`src/rtl/qs_fifo_rd.sv`:
```
// Burst reader: pops words from a show-ahead FIFO into a 2-entry skid buffer,
// tags every BURST_LEN-th word as last, and only stops on burst boundaries.
module qs_fifo_rd #(
    parameter int DATA_W    = 8,
    parameter int BURST_LEN = 4
) (
    input  logic              clk,
    input  logic              reset,
    input  logic              enable_i,
    input  logic              empty_i,
    output logic              pop_o,
    input  logic [DATA_W-1:0] pop_data_i,
    output logic              out_valid_o,
    input  logic              out_ready_i,
    output logic [DATA_W-1:0] out_data_o,
    output logic              out_last_o,
    output logic              busy_o,
    output logic [15:0]       word_cnt_o
);
    localparam int BEAT_W = $clog2(BURST_LEN);
    localparam logic [BEAT_W-1:0] LAST_BEAT = BEAT_W'(BURST_LEN - 1);

    typedef enum logic [1:0] {IDLE, RUN, STOP, DRAIN} state_t;

    state_t              r_state;
    state_t              w_state_next;
    logic [1:0]          r_occ;
    logic [BEAT_W-1:0]   r_beat;
    logic [15:0]         r_word_cnt;
    logic [DATA_W-1:0]   r_data0;
    logic [DATA_W-1:0]   r_data1;
    logic                r_last0;
    logic                r_last1;
    logic                w_pop;
    logic                w_pop_last;
    logic                w_valid;
    logic                w_accept;

    always_ff @(posedge clk or posedge reset) begin
        if (reset) begin
            r_state <= IDLE;
        end else begin
            r_state <= w_state_next;
        end
    end

    // Leaving RUN looks at the beat after this cycle's pop, so a pop of beat 0
    // on the stop cycle still gets its burst completed in STOP.
    always_comb begin
        w_state_next = r_state;
        case (r_state)
            IDLE: begin
                if (enable_i) w_state_next = RUN;
            end
            RUN: begin
                if (!enable_i) begin
                    if (w_pop ? w_pop_last : (r_beat == '0)) w_state_next = DRAIN;
                    else                                     w_state_next = STOP;
                end
            end
            STOP: begin
                if (enable_i)                w_state_next = RUN;
                else if (w_pop && w_pop_last) w_state_next = DRAIN;
            end
            DRAIN: begin
                if ((r_occ == 2'd0) || ((r_occ == 2'd1) && out_ready_i)) w_state_next = IDLE;
            end
            default: w_state_next = IDLE;
        endcase
    end

    always_comb begin
        w_valid    = (r_occ != 2'd0);
        w_accept   = w_valid & out_ready_i;
        w_pop      = ~empty_i & ((r_state == RUN) || (r_state == STOP)) & (r_occ != 2'd2);
        w_pop_last = (r_beat == LAST_BEAT);
        pop_o      = w_pop;
        busy_o     = (r_state != IDLE);
    end

    always_ff @(posedge clk or posedge reset) begin
        if (reset) begin
            r_occ      <= 2'd0;
            r_beat     <= '0;
            r_word_cnt <= 16'd0;
        end else begin
            r_occ <= r_occ + {1'b0, w_pop} - {1'b0, w_accept};
            if (w_pop) begin
                r_beat <= w_pop_last ? '0 : r_beat + 1'b1;
            end
            if (w_accept) begin
                r_word_cnt <= r_word_cnt + 16'd1;
            end
        end
    end

    // Slot 0 is the head; a pop lands in the first slot that is free after
    // this cycle's accept.
    always_ff @(posedge clk) begin
        if (w_pop && ((r_occ == 2'd0) || ((r_occ == 2'd1) && w_accept))) begin
            r_data0 <= pop_data_i;
            r_last0 <= w_pop_last;
        end else if (w_accept) begin
            r_data0 <= r_data1;
            r_last0 <= r_last1;
        end
        if (w_pop && (r_occ == 2'd1) && !w_accept) begin
            r_data1 <= pop_data_i;
            r_last1 <= w_pop_last;
        end
    end

    assign out_valid_o = w_valid;
    assign out_data_o  = r_data0;
    assign out_last_o  = w_valid & r_last0;
    assign word_cnt_o  = r_word_cnt;

endmodule

```
`config.mk`:
```
export PLATFORM = sky130hd
export DESIGN_NAME = qs_fifo_rd
export DESIGN_NICKNAME = d
export VERILOG_FILES = /design/src/rtl/qs_fifo_rd.sv
export SDC_FILE = /design/constraint.sdc
export NUM_CORES = 1
export LEC_CHECK = 0
export ABC_CLOCK_PERIOD_IN_PS = 2900
export CAP_MARGIN = 20
export CORE_UTILIZATION = 50
export DETAILED_ROUTE_END_ITERATION = 6
export PLACE_DENSITY = 0.81
export SLEW_MARGIN = 20
export SYNTH_ARGS = -nofsm -noshare
export SYNTH_HDL_FRONTEND = slang
export SYNTH_SLANG_ARGS = --single-unit
```
`constraint.sdc`:
```
create_clock -name clk -period 2.9 [get_ports clk]
set_clock_uncertainty 0.15 [all_clocks]
set_input_delay 0.29 -clock clk [delete_from_list [all_inputs] [get_ports clk]]
set_output_delay 0.29 -clock clk [all_outputs]
set_load 0.01 [all_outputs]
```
=== Word level (Yosys, flattened, before mapping) ===
Index checks and enable logic that the tools add are counted.

* Flip-flop bits (word level): 40
* Input bits: 13
* Output and inout port bits: 28
* Word-level logic and storage cells: 57

* $add $sub $neg: 4
* Eq/ne operators: 10
* Multiplexer cells: 13
* Bitwise operators: 5
* Reductions and logical operators: 17

{| class="wikitable"
|+ Operators with widths
! operator !! count
|-
| 16-bit by 1-bit adder with 16-bit output (second input constant) || 1
|-
| 8-bit two-way mux || 2
|-
| 2-bit two-way mux || 6
|-
| 2-bit inequality test (second input constant) || 4
|-
| 2-bit one-hot mux with 4 select lines || 1
|-
| 2-bit == test (second input constant) || 3
|-
| 1-bit logical AND || 6
|-
| 2-bit logical NOT || 3
|-
| 2-bit nonzero test || 3
|-
| 1-bit AND || 4
|-
| 2-bit by 1-bit == test with 1-bit output (second input constant) || 2
|-
| 1-bit two-way mux || 4
|-
| 4-bit AND reduction || 1
|-
| 1-bit logical OR || 3
|-
| 3-bit inequality test (second input constant) || 1
|-
| 2-bit by 1-bit adder with 2-bit output || 1
|-
| 2-bit by 1-bit adder with 2-bit output (second input constant) || 1
|-
| 2-bit by 1-bit subtractor with 2-bit output || 1
|-
| 1-bit logical NOT || 1
|-
| 1-bit NOT || 1
|}

=== Longest topological paths before layout ===
* Depth after elaboration: 8
* Mapped depth: 7
* Gate-level depth less buffers: 7

=== Least setup slack after synthesis ===
OpenSTA, ideal clock, no wires.

* Path type: register to register
* Start point: reg r_state[1]
* End point: reg r_data1[0], enable pin
* Setup time: 0.399 ns
* Arrival: 1.768 ns
* Required time: 2.351 ns
* Path slack: 0.583 ns
* Stages on the path, launching flop included: 5
* Path buffers: 0
* Period minus slack after synthesis: 2.317 ns
* Path through: dfrtp_1 > inv_1 > ha_1 > nand2b_1 > nor4_1

* Word-level cells in the longest chain between the ends: 6
* Elaborated cells between the ends (all ways): 7
* Those cells by class: eq/ne (2); bitwise (2); reduce/logical (3)

{| class="wikitable"
|+ Ends and longest elaborated chain
! what !! line !! RTL
|-
| start, declared || 25 || <nowiki>state_t r_state;</nowiki>
|-
| start signal, assigned || 43 || <nowiki>r_state <= w_state_next;</nowiki>
|-
| 2-bit by 1-bit == test with 1-bit output / 2-bit == test (equally long branches) || 75 || <nowiki>w_pop = ~empty_i & ((r_state == RUN) || (r_state == STOP)) & (r_occ != 2'd2);</nowiki>
|-
| 1-bit logical OR * || 75 ||
|-
| 1-bit AND * (2 in a row) || 75 ||
|-
| 1-bit logical AND * (2 in a row) || 107 || <nowiki>if (w_pop && (r_occ == 2'd1) && !w_accept) begin</nowiki>
|-
| end signal, assigned || 108 || <nowiki>r_data1 <= pop_data_i;</nowiki>
|-
| end, declared || 31 || <nowiki>logic [DATA_W-1:0] r_data1;</nowiki>
|}

Mark *: on every way between the ends. The rest lies on a longest branch, timed or not.
A chain may end at the register's enable or synchronous reset.

=== Worst setup path after layout ===
* Start point: reg r_state[1]
* End point: out pop_o

* Word-level cells in the longest chain between the ends: 4
* Elaborated cells between the ends (all ways): 5
* Those cells by class: eq/ne (2); bitwise (2); reduce/logical (1)

{| class="wikitable"
|+ Ends and longest elaborated chain
! what !! line !! RTL
|-
| 2-bit by 1-bit == test with 1-bit output / 2-bit == test (equally long branches) || 75 ||
|-
| 1-bit logical OR * || 75 ||
|-
| 1-bit AND * (2 in a row) || 75 ||
|-
| end, declared || 11 || <nowiki>output logic pop_o,</nowiki>
|}

Marked as above.

==> impl.org <==
** Status
- The flow ran to the end, and the final reports show no timing, DRC or antenna violations.

** Floorplanning
- The core region is 0.00347 mm².
- Width of the die :: around 63 µm
- Pin placement for this block handled between 40 and 50 I/O pins.
- Initial Utilization :: 0.539
- The die covers around 0.004 mm².
- Standard-cell row count :: 21
- The floorplan step set the die height to roughly 63 µm.

** Global route
- All-Layer GR Usage :: 0.196
- The number of antenna violations at the first check in global routing is 0.
- Wire length of the first global-routing pass :: between 5 and 6 mm
- The total overflow left after global routing is 0.
- Entering global routing, the biggest net connects 23 pins.
- Vias in the first global route :: about 1.3k

** Timing
- After layout, the minimum clock period comes to 2.57 ns.
- Final-report hold violation count :: 0
- Slew of the pin with the lowest slew margin :: ~0.8 ns
- Endpoints failing setup :: 0
- Timing would allow up to a little under 400 MHz.
- The number of pins exceeding their max-slew limit in the final report came to 0.
- Rel. slew slack :: 0.458
- Unrepaired setup endpoints after global routing :: no
- Across all hold checks on the routed design, the worst slack comes to roughly 0.30 ns.
- Final sum of negative setup slack :: 0 ns
- Fraction of the cycle the final worst path needs :: 0.885

** Synthesis
- Number of library cell types mapped by synthesis :: 30
- Flip-flop and latch count after synthesis :: 40
- Share of synthesized area occupied by flip-flops and latches :: 0.584
- Post-synth ARST share :: 0.550
- The Yosys step of the flow raised 0 warnings.
- Number of flops mapped to enable cells by yosys :: 18
- Netlist area before placement :: 0.00187 mm²
- The cell count after synthesis came out at 140.
- The number of nets handed over by synthesis was around 160.
- After synthesis, the mean cell area works out to between 10 and 15 µm².
- Main flop type after synthesis :: dfrtp_1

** Routing
- Routed wire per std cell :: roughly 14 µm
- Using the TritonRoute via totals, the vias-per-cell ratio works out to between 5 and 6.
- Before antenna repair, the detailed router went through 4 iterations.
- The detail route stage leaves a number of antenna-violating nets equal to 0.
- Summed over all layers, the routed wires come to about 3.3 mm.
- For this block, the initial DRC count from the detailed router was 60.
- Residual DRC :: 0
- Across all layers, the routed design uses between 1k and 1.5k vias.

** Setup path
- The worst setup path is captured at an output port.
- Data on the critical path arrives at its endpoint at about 2.1 ns.
- Critical-path cell with the highest stage delay :: clkdlybuf4s50_1
- Critical path's largest stage delay :: between 0.5 and 0.6 ns
- The critical path contains buffers and inverters numbering 2 combined.
- Family of cells with the greatest summed delay on the critical path :: buffers and inverters
- Worst path cell trace :: inv_1, ha_1, nand2b_1, nor2_2, clkdlybuf4s50_1
- Of all nets on the critical path, the largest fanout is 7.
- STA classifies the critical path startpoint as a flip-flop.
- For flop-to-flop paths, the worst setup slack is between 0.6 and 0.7 ns.
- The worst setup path is of the reg2out kind.
- Data on the critical path is required at its endpoint by 2.46 ns.

** Worst hold path
- Worst hold path type :: in2async

** Placement
- GP Congestion :: around 0.76
- DP HPWL :: 2.43 mm
- The count of buffers added on input and output ports is 40.

** Layout
- Number of inserted filler cells in the final layout :: 258
- Final #Nets :: 210
- Relative area change from synthesis to final layout :: 30.5%
- The library cell used most frequently in the layout, excluding fill and tap cells, is clkdlybuf4s50_1.
- In the layout the commonest cells are clkdlybuf4s50_1, dfrtp_1, edfxtp_1.
- In the final layout, the share of cells above drive strength 1 is 0.128.
- The repair_antennas step left the layout with diodes totalling 0.

** CTS
- Once the clock tree was built, the resizer swapped 0 gates to a different size.
- The number of setup buffers added after CTS is 0.
- Num CTS Buffers :: 5
- Clk buf depth :: 2
- Root buffer cell :: clkbuf_8
- CTS H-tree depth :: 2
- Clock-pin slew was measured on the worst setup and hold paths at around 0.080 ns.
- Number of clock sinks seen by CTS :: 40
- Number of buffers inserted by hold repair at cts :: 0
- For the worst-skew pair, the clock arrives at the later sink with an insertion delay of roughly 0.29 ns.
- CTS tree :: yes

** Run
- Count of maximum capacitance violations :: 0

** Power
- In this run the static leakage power is approximately 0.0010 µW.
- Pwr dens :: roughly 910 mW/mm²
- VDD sags by at most between 0.4 and 0.5 mV.
==> report_power, final <==
part	internal, µW	total (µW)	switching [µW]
clock	259	465	206
combinational	450	853	403
sequential	770	893	123
==> sequential cells by signal, indices dropped and copies added (netlist names) <==
signal      cells
word_cnt_o     16
r_last0         1
r_occ           2
r_last1         1
out_data_o      8
r_state         2
r_data1         8
r_beat          2
==> cell type report <==
class / instances / area, µm² / area share
sequential: 40 / 1090 / 0.447
multi-input combinational: 86 / 718 / 0.295
timing repair buffer: 41 / 408 / 0.167
clock buffer: 5 / 68.8 / 0.0282
tap: 46 / 57.6 / 0.0236
inverter: 13 / 48.8 / 0.0200
clock inverter: 3 / 46.3 / 0.0190
==> worst register-to-register path, delay by kind of cell (launching register included) <==
kind	cells	cell delay, ns
simple gates	3	0.92
flops	1	0.44
fa+ha+maj	1	0.29
buf+inv	1	0.13
==> logic make-up after synthesis <==
logic type / after synthesis / synth area share
XOR/XNOR: 17 / 0.0797
adder cells (fa/ha/maj): 10 / 0.0669
multiplexers: 10 / 0.0730
buffers and inverters: 14 / 0.0321
AO/OA/AOI/OAI: 10 / 0.0442
flip-flops: 40 / 0.584
AND/OR/NAND/NOR: 39 / 0.120
==> final timing paths <==
path	cells after the start	startpoint	end
max	5	r_state[1]$_DFFE_PP0P_	pop_o
min	2	reset	word_cnt_o[1]$_DFFE_PP0P_
max reg2reg	5	r_state[1]$_DFFE_PP0P_	out_data_o[2]$_DFFE_PP_
min reg2reg	1	word_cnt_o[15]$_DFFE_PP0P_	word_cnt_o[15]$_DFFE_PP0P_
max in group asynchronous	2	reset	word_cnt_o[5]$_DFFE_PP0P_
min in group clk	1	word_cnt_o[15]$_DFFE_PP0P_	word_cnt_o[15]$_DFFE_PP0P_
==> routing by layer <==
metal	routed length, µm	share of wire	track usage	vias to the layer above
li1	-	-	-	577
met1	1460	0.44	0.239	563
met2	1670	0.51	0.319	35
met3	145	0.044	0.0652	2
met4	19	0.0058	0.0785	0
met5	0	0	0	-
==> stage by stage <==
step	worst slack, ns	cells	instance area (µm²)	utilization	total power (µW)
after floorplan	0.583	140	1870	-	1410
after global placement	0.713	226	2320	0.670	1720
after detailed placement	0.662	226	2320	0.670	1760
after CTS	0.329	234	2440	0.703	2230
after global routing	0.221	234	2440	0.703	2370
final	0.333	234	2440	0.703	2210
==> cells in the mapped netlist (2+ instances only) <==
cell type | count | share of area
dfrtp_1 | 22 | 0.29
edfxtp_1 | 18 | 0.29
xnor2_1 | 15 | 0.070
inv_1 | 13 | 0.026
nand2_1 | 13 | 0.026
ha_1 | 10 | 0.067
nand3_1 | 8 | 0.021
mux2_4 | 7 | 0.056
o21ai_0 | 4 | 0.011
nand4_1 | 3 | 0.010
and4_1 | 2 | 0.0094
mux2i_1 | 2 | 0.011
nor2_1 | 2 | 0.0040
nor2b_1 | 2 | 0.0067
o2111a_1 | 2 | 0.012
or2_2 | 2 | 0.0067
xor2_1 | 2 | 0.0094
No activity file was read; power rests on OpenSTA's default activity.
